[config.mk]
export PLATFORM = sky130hd
export DESIGN_NAME = aidan_mcnay_edge_detect_multi
export DESIGN_NICKNAME = d
export VERILOG_FILES = /design/src/rtl/aidan_mcnay_edge_detect_multi.sv
export SDC_FILE = /design/constraint.sdc
export NUM_CORES = 1
export LEC_CHECK = 0
export BUFFER_PORTS_ARGS = -buffer_cell sky130_fd_sc_hd__clkbuf_2
export CORE_ASPECT_RATIO = 1.4
export CORE_MARGIN = 5
export CORE_UTILIZATION = 40
export CTS_CLUSTER_SIZE = 24
export DETAILED_ROUTE_END_ITERATION = 8
export PLACE_DENSITY = 0.62
export SLEW_MARGIN = 20
export SYNTH_ARGS = -nofsm -noshare
export SYNTH_HDL_FRONTEND = slang
export SYNTH_SLANG_ARGS = --single-unit
[constraint.sdc]
create_clock -name clk -period 1.5 [get_ports clk]
set_input_delay 0.075 -clock clk [delete_from_list [all_inputs] [get_ports clk]]
set_output_delay 0.075 -clock clk [all_outputs]
set_load 0.01 [all_outputs]
[src/rtl/aidan_mcnay_edge_detect_multi.sv]
// aidan_mcnay_edge_detect_multi
// Multi-channel asynchronous input conditioner: per-channel synchroniser,
// optional debounce filter, mode-selectable edge detector and sticky
// pending/overflow event flags.
// Optional feature macro: AIDAN_MCNAY_EDGE_DETECT_DEBOUNCE_EN
//   defined   -> stable only follows sync after DEBOUNCE_CYCLES agreeing cycles
//   undefined -> stable follows sync every cycle, DEBOUNCE_CYCLES unused
module aidan_mcnay_edge_detect_multi #(
    parameter int NUM_CH          = 4,
    parameter int SYNC_STAGES     = 2,
    parameter int DEBOUNCE_CYCLES = 4
) (
    input  logic              clk,
    input  logic              rst_n,
    input  logic [NUM_CH-1:0] in_signal,
    input  logic [1:0]        mode,
    input  logic [NUM_CH-1:0] clear,
    output logic [NUM_CH-1:0] pulse,
    output logic [NUM_CH-1:0] pending,
    output logic [NUM_CH-1:0] overflow,
    output logic [NUM_CH-1:0] stable
);

    // Reject nonsensical parameterisations at elaboration time
    if (NUM_CH < 1 || SYNC_STAGES < 2 || DEBOUNCE_CYCLES < 1) begin : g_bad_params
        $error("aidan_mcnay_edge_detect_multi: illegal parameter value");
    end

    localparam logic [1:0] MODE_ANY     = 2'b00;
    localparam logic [1:0] MODE_RISING  = 2'b01;
    localparam logic [1:0] MODE_FALLING = 2'b10;

    logic [NUM_CH-1:0] sync_q [SYNC_STAGES];
    logic [NUM_CH-1:0] sync;
    logic [NUM_CH-1:0] stable_d;

    assign sync = sync_q[SYNC_STAGES-1];

    // Synchroniser chain: stage 0 captures the raw asynchronous levels
    always_ff @(posedge clk) begin
        if (!rst_n) begin
            for (int s = 0; s < SYNC_STAGES; s++) begin
                sync_q[s] <= '0;
            end
        end else begin
            sync_q[0] <= in_signal;
            for (int s = 1; s < SYNC_STAGES; s++) begin
                sync_q[s] <= sync_q[s-1];
            end
        end
    end

`ifdef AIDAN_MCNAY_EDGE_DETECT_DEBOUNCE_EN
    localparam int CNT_W = $clog2(DEBOUNCE_CYCLES + 1);
    localparam logic [CNT_W-1:0] CNT_LAST = CNT_W'(DEBOUNCE_CYCLES - 1);

    logic [CNT_W-1:0] cnt_q [NUM_CH];

    // Debounce filter: accept a new level only after it has disagreed with
    // stable for DEBOUNCE_CYCLES consecutive cycles; any agreement restarts
    always_ff @(posedge clk) begin
        if (!rst_n) begin
            for (int i = 0; i < NUM_CH; i++) begin
                cnt_q[i] <= '0;
            end
            stable <= '0;
        end else begin
            for (int i = 0; i < NUM_CH; i++) begin
                if (sync[i] == stable[i]) begin
                    cnt_q[i] <= '0;
                end else if (cnt_q[i] == CNT_LAST) begin
                    stable[i] <= sync[i];
                    cnt_q[i]  <= '0;
                end else begin
                    cnt_q[i] <= cnt_q[i] + CNT_W'(1);
                end
            end
        end
    end
`else
    // Unfiltered build: the accepted level is simply the synchronised level
    always_ff @(posedge clk) begin
        if (!rst_n) begin
            stable <= '0;
        end else begin
            stable <= sync;
        end
    end
`endif

    // Delayed copy of the accepted level used to spot transitions
    always_ff @(posedge clk) begin
        if (!rst_n) begin
            stable_d <= '0;
        end else begin
            stable_d <= stable;
        end
    end

    // Edge qualification: mode is applied live so a mode change affects only
    // which transitions are reported, never the filter itself
    always_comb begin
        pulse = '0;
        case (mode)
            MODE_ANY:     pulse = stable ^ stable_d;
            MODE_RISING:  pulse = stable & ~stable_d;
            MODE_FALLING: pulse = ~stable & stable_d;
            default:      pulse = '0;
        endcase
    end

    // Sticky event flags: a new event beats a simultaneous clear, and overflow
    // marks an event arriving while a previous one is still unacknowledged
    always_ff @(posedge clk) begin
        if (!rst_n) begin
            pending  <= '0;
            overflow <= '0;
        end else begin
            pending  <= pulse | (pending & ~clear);
            overflow <= (pulse & pending & ~clear) | (overflow & ~clear);
        end
    end

endmodule

==> results of run 1 <==
## per-layer routing
metal / vias to the layer above / global-route usage / routed length (um)
met3: 2 / 0.02464 / 85
met4: 0 / 0.04986 / 17
met5: - / 0 / 0
met1: 376 / 0.1394 / 837
met2: 16 / 0.2144 / 1109
li1: 417 / - / -
## how the worst max path moves through the flow
stage,from,endpoint
final,stable[3],pulse[3]
after floorplan,stable[2],pending[2]
after global routing,stable[3],pulse[3]
after CTS,stable[0],pulse[0]
after global placement,stable[0],overflow[0]
after detailed placement,stable[0],overflow[0]
## worst max-delay path: cells and delay by family (launching register included)
kind                     cells  cell delay [ns]
AO/OA/AOI/OAI                1             0.18
adder cells (fa/ha/maj)      1             0.20
buffers and inverters        2             0.21
flip-flops                   1             0.35
AND/OR/NAND/NOR              1             0.17
## layout by cell type, fill, tap and decap left out
cell type / instances
dfxtp_2: 8
and2b_4: 2
inv_2: 4
o31ai_4: 4
inv_1: 8
and2_1: 16
ha_4: 4
and3_1: 4
nor2b_4: 6
dfxtp_1: 16
dlygate4sd3_1: 4
ha_1: 4
o21a_1: 4
clkbuf_2: 23
o311a_1: 4
nor4b_2: 4
nor2b_1: 5
buf_4: 11
clkbuf_4: 3
nand3b_1: 4
buf_2: 4
## through the flow
| stage | setup TNS [ns] | power, mW | worst slack (ns) |
|---|---|---|---|
| 3_5_place_dp | 0 | 0.8140 | 0.1041 |
| 2_1_floorplan | 0 | 0.7694 | 0.1080 |
| 3_3_place_gp | 0 | 0.8096 | 0.1248 |
| 5_1_grt | -0.1914 | 1.173 | -0.06569 |
| 4_1_cts | -0.1157 | 1.125 | -0.04472 |
| 6_report | 0 | 1.105 | 0.006691 |
## cells by family (layout without fill, tap and decap cells)
kind of cell | after synthesis | count (layout) | share of synthesized area
fa+ha+maj | 8 | 8 | 0.09009
simple gates | 41 | 41 | 0.3052
flops | 24 | 24 | 0.4324
buf+inv | 16 | 57 | 0.06419
compound gates | 12 | 12 | 0.1081
## power breakdown
| part | leakage, nW | internal (mW) | switching, mW |
|---|---|---|---|
| sequential | 0.200 | 0.659 | 0.0102 |
| clock | 0.0138 | 0.0934 | 0.166 |
| combinational | 0.509 | 0.0962 | 0.0807 |
| total | 0.723 | 0.848 | 0.257 |
## cell type report
class | instances | area share
repair buffers | 42 | 0.1701
inverters | 12 | 0.02973
flip-flops and latches | 24 | 0.3237
well taps | 36 | 0.02973
multi-input cells | 61 | 0.4319
clock buffers | 3 | 0.01486
## sequential cells by signal (all words and copies together) (netlist names)
name / cells
sync_q: 8
overflow: 4
pending: 4
stable: 4
stable_d: 4
## timing repair
item,4_1_cts,5_1_grt
resized for setup,22,4
pin swaps,8,4
endpoints found under the hold margin,4,0
hold buffers,4,0
setup endpoints to repair,4,4
setup buffers,10,0
==> impl_summary.md, run 1 <==
Synthesis
The average instance in the mapped netlist occupies 11.00 sq um. The biggest area contributor in the post-synthesis netlist is dfxtp_1. The share of the Yosys chip area taken by registers is 0.4324. For this run, the leading register cell type out of synthesis is dfxtp_1. The count of unique library cells instantiated by Yosys is 17. The cell count after synthesis is 101.

The commonest cells after synthesis are dfxtp_1 (24), and2_1 (16), inv_1 (12). The synthesized flop and latch total is 24. By instance count, the leading cell after synthesis is dfxtp_1. Of all flip-flops after synthesis, the portion carrying an async set or reset was 0. Counting flops with a built-in enable in the synthesized netlist gives 0. By area the synthesized netlist is led by dfxtp_1 (43%), and2_1 (9.0%), ha_1 (9.0%). The number of nets handed over by synthesis was 121. The area share of the largest cell type after synthesis is 0.4324. The synthesis warning total is 0. The synthesized netlist occupies a cell area of 0.001111 sq mm.

Clock network
The cell sitting at the root of the clock tree is a clkbuf_4. Clock-pin slew was measured on the worst setup and hold paths at 0.12 ns. The H-tree depth reported by CTS is 1.

The total number of clock tree sinks is 24. The latest clock arrival within the worst-skew pair is 0.29 ns. The clock passes through at most 2 buffers. The TritonCTS buffer count is 3. The TritonCTS clock tree is yes.

Cells and area
Measured on the finished design, the core utilization comes to 0.5734. The finished layout holds 178 standard cells, fillers aside. Summing all flip-flop and latch instances after layout gives 490.5 sq um. After routing the design area is 0.001515 sq mm. The fraction of layout instances using a drive strength above 1 is 0.5141.

0 antenna diodes ended up in the layout. The total area of multi-input combinational cells is 654.4 sq um. The layout net count is 164. The signed area change from the synthesized netlist to the final layout is 36.37%. The final-layout fill cell count is 249.

Place
The congestion estimate from routability-driven global placement came to 0.6380. The cell area after placement is 0.001272 sq mm. The post-detailed-placement half-perimeter wirelength is 1.420 mm.

The quantity of I/O buffers inserted on ports is 27. The total placed cells including tap cells is 161.

Setup path
The path type of the worst setup path is reg -> out. The worst register-to-register path begins at stable[1]. Across all register-to-register paths, the minimum setup slack is 0.10 ns. The stage delay of the slowest cell on the critical path is 0.35 ns. The worst setup path is launched from a register.

STA puts the critical path data required time at 1.42 ns. The critical path capture point type is an output port. In this run the worst path has a maximum fanout of 2. The end of the worst register-to-register path is overflow[1].

Walking the worst path, the cells encountered are inv_2, ha_4, and2b_4, o31ai_4, buf_2. The data arrival time of the critical path is 1.42 ns. The cell with the biggest individual delay on the critical path is dfxtp_2. Counting cells, the worst reg-to-reg path comes to 6.

Hold path
Along the worst hold path, the cell count comes to 3. The class of the tightest hold or removal check is in -> reg. The critical hold path startpoint is clear[0]. For hold timing, the worst endpoint is overflow[0].

Power
Dividing total power by cell area gives a power density of 729.2 mW/mm^2. The worst-case IR drop observed on VDD is 0.4835 mV. The leakage power of the design is 0.7231 nW.

Route
For this run, the detailed router's first-pass iteration total came to 2. The vias per cell is 4.556. The post-route antenna net violation count is 0.

The via count is 811. The final wirelength is 2.049 mm. The starting DRC count in detailed routing is 7. The average wire per cell in the routed design is 11.51 um. For this run, design rule violations remaining after detail routing come to 0.

Die
The floorplan core area is 0.002643 sq mm. The effective utilization at floorplan is 0.4205. The die covers 0.003947 sq mm. The floorplan has 22 rows. In this run the vertical extent of the chip is 72.36 um. The die width is 54.54 um. The number of top-level design ports is 28.

STA
The total count of max-transition violations in the final report is 0. Setup repair after global routing could not meet its margin everywhere. The total count of hold-check failures in the final report is 0.

Across all hold checks on the routed design, the worst slack comes to 0.02078 ns. In the finished design, the share of the clock period the worst path needs comes to 0.9955. Headroom to the max-slew limit came out at 0.7355. Across the routed clock network, the largest skew measured is 0.002246 ns. Setup violations remaining at the end of the flow were counted as 0.

Derived from the worst setup path, the maximum achievable clock frequency is 669.7 MHz. The minimum period implied by the final worst setup slack is 1.493 ns. The worst-margin pin slew is 0.3968 ns.

Run
Across the run, the number of max-cap violations was 0.

GRT
The overall global routing resource usage is 0.1227. The number of global-route vias before repair is 839. Entering global routing, the biggest net connects 25 pins. The first-pass GRT wire length is 3.663 mm. After global routing the overflow that remains totals 0. The initial antenna violation count came to 0.

Run status
The run finished with clean final reports.
No activity file was read; power rests on OpenSTA's default activity.
==> run 2, diff against run 1 <==
--- a/config.mk
+++ b/config.mk
@@ -12,6 +12,7 @@
 export CTS_CLUSTER_SIZE = 24
 export DETAILED_ROUTE_END_ITERATION = 8
 export PLACE_DENSITY = 0.62
+export RECOVER_POWER = 50
 export SLEW_MARGIN = 20
 export SYNTH_ARGS = -nofsm -noshare
 export SYNTH_HDL_FRONTEND = slang
==> run 2 against run 1 <==
  * Clock skew unchanged
  * Core utilization shrank 0.14 points
  * Total power barely moved
  * Sequential power about the same
  * Count of clock-buffer cells in the layout unchanged
  * Largest power group unchanged
  * Design area is 0.25% lower
  * Register-to-register slack about the same
==> impl_summary.md, run 2 (synthesis gave the netlist of run 1 again) <==
Place
The quantity of I/O buffers inserted on ports came to 27 (unchanged). The post-detailed-placement half-perimeter wirelength is 1.420 mm (unchanged). The total placed cells including tap cells is 161 (unchanged).

The weighted congestion reported at the end of routability-driven placement is 0.6380 (unchanged).

Route
The number of design rule violations left after detail routing is 0 (unchanged). The number of iterations in the first detailed-routing pass is 2 (unchanged). The vias per cell is 4.556 (unchanged). The post-route antenna net violation count is 0 (unchanged). The final wirelength is 2.052 mm (+0.15%). The starting DRC count in detailed routing is 7 (unchanged). The via count is 811 (unchanged). The average wire per cell in the routed design is 11.53 um (+0.15%).

Run status
The flow ran to the end, and the final reports show no timing, DRC or antenna violations.

Setup path
The critical path capture point type is an output port. The path type of the worst setup path is reg -> out. The stage delay of the slowest cell on the critical path is 0.35 ns (about the same). Traced cell by cell, the critical path runs through inv_2, ha_4, and2b_4, o31ai_4, buf_2.

The largest driver fanout on the critical path is 2 (unchanged). Grouping stages by cell kind, the critical path spends the most delay in flip-flops. The data arrival time of the critical path is 1.42 ns (about the same). The cell with the biggest individual delay on the critical path is dfxtp_2.

The worst setup path is launched from a register. The data required time of the critical path is 1.42 ns (about the same). The number of buffers and inverters on the critical path is 2 (unchanged).

STA
The minimum period implied by the final worst setup slack is 1.493 ns (-0.000007110 ns). The worst-margin pin slew is 0.3984 ns (+0.001640 ns). The highest clock rate came to 669.7 MHz (about the same).

The post-route fraction of the period consumed by the critical path is 0.9955 (about the same). The total count of max-transition violations in the final report is 0 (unchanged). The count of endpoints failing setup in the final report was 0 (unchanged). The final sum of negative setup slack is 0 ns (unchanged). The headroom to the max-slew limit came to 0.7344 (-0.001093). Setup repair after global routing could not meet its margin everywhere.

The maximum clock skew at final layout came to 0.002246 ns (unchanged). The total count of hold-check failures in the final report is 0 (unchanged).

Die
The number of top-level design ports is 28 (unchanged). The floorplan row count is 22 (unchanged). The die width came to 54.54 um (unchanged). The die outline area came to 0.003947 sq mm (unchanged). The floorplan core area is 0.002643 sq mm (unchanged). The overall die height is 72.36 um (unchanged). The effective utilization at floorplan is 0.4205 (unchanged).

Clock network
The maximum buffer depth of the clock tree was 2 (unchanged). The latest clock arrival within the worst-skew pair is 0.29 ns (about the same). The root buffer cell is clkbuf_4.

The H-tree depth reported by CTS is 1 (unchanged). The total number of clock tree sinks is 24 (unchanged). The TritonCTS buffer count is 3 (unchanged). The clock transition at the registers of the reported paths came to 0.12 ns (about the same). TritonCTS built the clock tree.

Hold path
In this run the worst hold path is classified as in -> reg.

Power
The post-route total power is 1.105 mW (about the same). The proportion of power drawn by the clock network is 0.235 (about the same). The maximum ir drop on the vdd rail came to 0.4834 mV (about the same). The share of power burned in registers is 0.605 (about the same). The leakage power of the design was 0.7138 nW (-1.3%). The power dissipated by switching net loads is 0.2568 mW (about the same).

The internal power contribution is 0.8478 mW (about the same). The logic gate share of total power is 0.160 (about the same). The ratio of total power to cell area is 730.9 mW/mm^2 (+0.22%). The share of total power consumed by net switching is 0.2325 (about the same).

Cells and area
The layout net count came to 164 (unchanged). The utilization after layout came to 0.5720 (-0.001420). The library cells used most frequently in the layout, excluding fill and tap cells, are clkbuf_2 (21), dfxtp_1 (17), and2_1 (14), buf_4 (11), inv_1 (8). The largest register by flop count is sync_q. The final-layout fill cell count is 251 (+0.80%). Leaving out fill and tap cells, the most frequent cell in the layout is clkbuf_2. The flip-flop count of the largest register, all copies and words added came to 8 (unchanged). The final instance count without filler cells is 178 (unchanged).

The signed area change from the synthesized netlist to the final layout is 36.04%. The fraction of layout instances using a drive strength above 1 is 0.4930 (-0.02113). The number of antenna cells inserted came to 0 (unchanged).

GRT
The first-pass GRT wire length is 3.663 mm (unchanged). The initial antenna violation count came to 0 (unchanged). The overall global routing resource usage is 0.1227 (unchanged). The overflow left after global routing is 0 (unchanged). The number of global-route vias before repair was 839 (unchanged). The largest net degree at the start of global routing was 25 (unchanged).

Run
The number of maximum-capacitance constraint violations is 0 (unchanged).
==> run 2: cell types whose count changed in the layout (fill, tap and decap cells not counted) <==
cell / before / now
and2_1: 16 / 14
dfxtp_2: 8 / 7
clkbuf_2: 23 / 21
clkbuf_1: 0 / 2
dfxtp_1: 16 / 17
and2_0: 0 / 2
==> run 2: through the flow <==
stage          hold slack (ns)  area, sq um  worst slack (ns)
3_3_place_gp            0.2813         1272            0.1248
5_1_grt               0.002753         1511          -0.06569
3_5_place_dp            0.2844         1272            0.1041
4_1_cts               0.006453         1515          -0.04472
6_report               0.02078         1511          0.006698
2_1_floorplan           0.1967         1111            0.1080
==> run 2: layout make-up <==
type,instances,area [sq um],area share
Multi-Input combinational cell,61,654.4,0.4329
Timing Repair Buffer,42,255.2,0.1689
Inverter,12,45.04,0.02980
Tap cell,36,45.04,0.02980
Clock buffer,3,22.52,0.01490
Sequential cell,24,489.2,0.3237
==> run 2: final timing paths <==
path,startpoint,end,slack (ns),cells past startpoint
worst max-delay path,stable[3],pulse[3],0.007,5
worst min-delay path,clear[0],overflow[0],0.02,3
worst max register to register,stable[1],overflow[1],0.10,6
worst min register to register,sync_q[0][2],sync_q[1][2],0.45,1
==> run 2: worst register-to-register path: stages (launching register included) <==
cell	delay, ns
dfxtp_2	0.35
inv_2	0.04
ha_4	0.25
nor2b_4	0.16
buf_4	0.13
nor4b_2	0.04
o311a_1	0.32
==> run 2: metal layers <==
metal / part of all wire / wire, um / global-route usage
met5: 0 / 0 / 0
met4: 0.0083 / 17 / 0.04986
met3: 0.041 / 85 / 0.02464
met2: 0.54 / 1109 / 0.2144
met1: 0.41 / 840 / 0.1394
==> run 2: power by group through the flow <==
stage                     combinational (mW)  clock [mW]  sequential (mW)
after global placement                 0.128           0            0.681
after global routing                   0.194       0.306            0.673
after floorplan                       0.0850           0            0.684
after CTS                              0.178       0.278            0.669
final                                  0.177       0.259            0.669
after detailed placement               0.131           0            0.683
==> run 2: what timing repair did <==
action / CTS / global route
hold buffers: 4 / 0
hold endpoints to repair: 4 / 0
pin swaps: 8 / 4
endpoints found under the setup margin: 4 / 4
buffers inserted: 10 / 0
resized for setup: 22 / 4
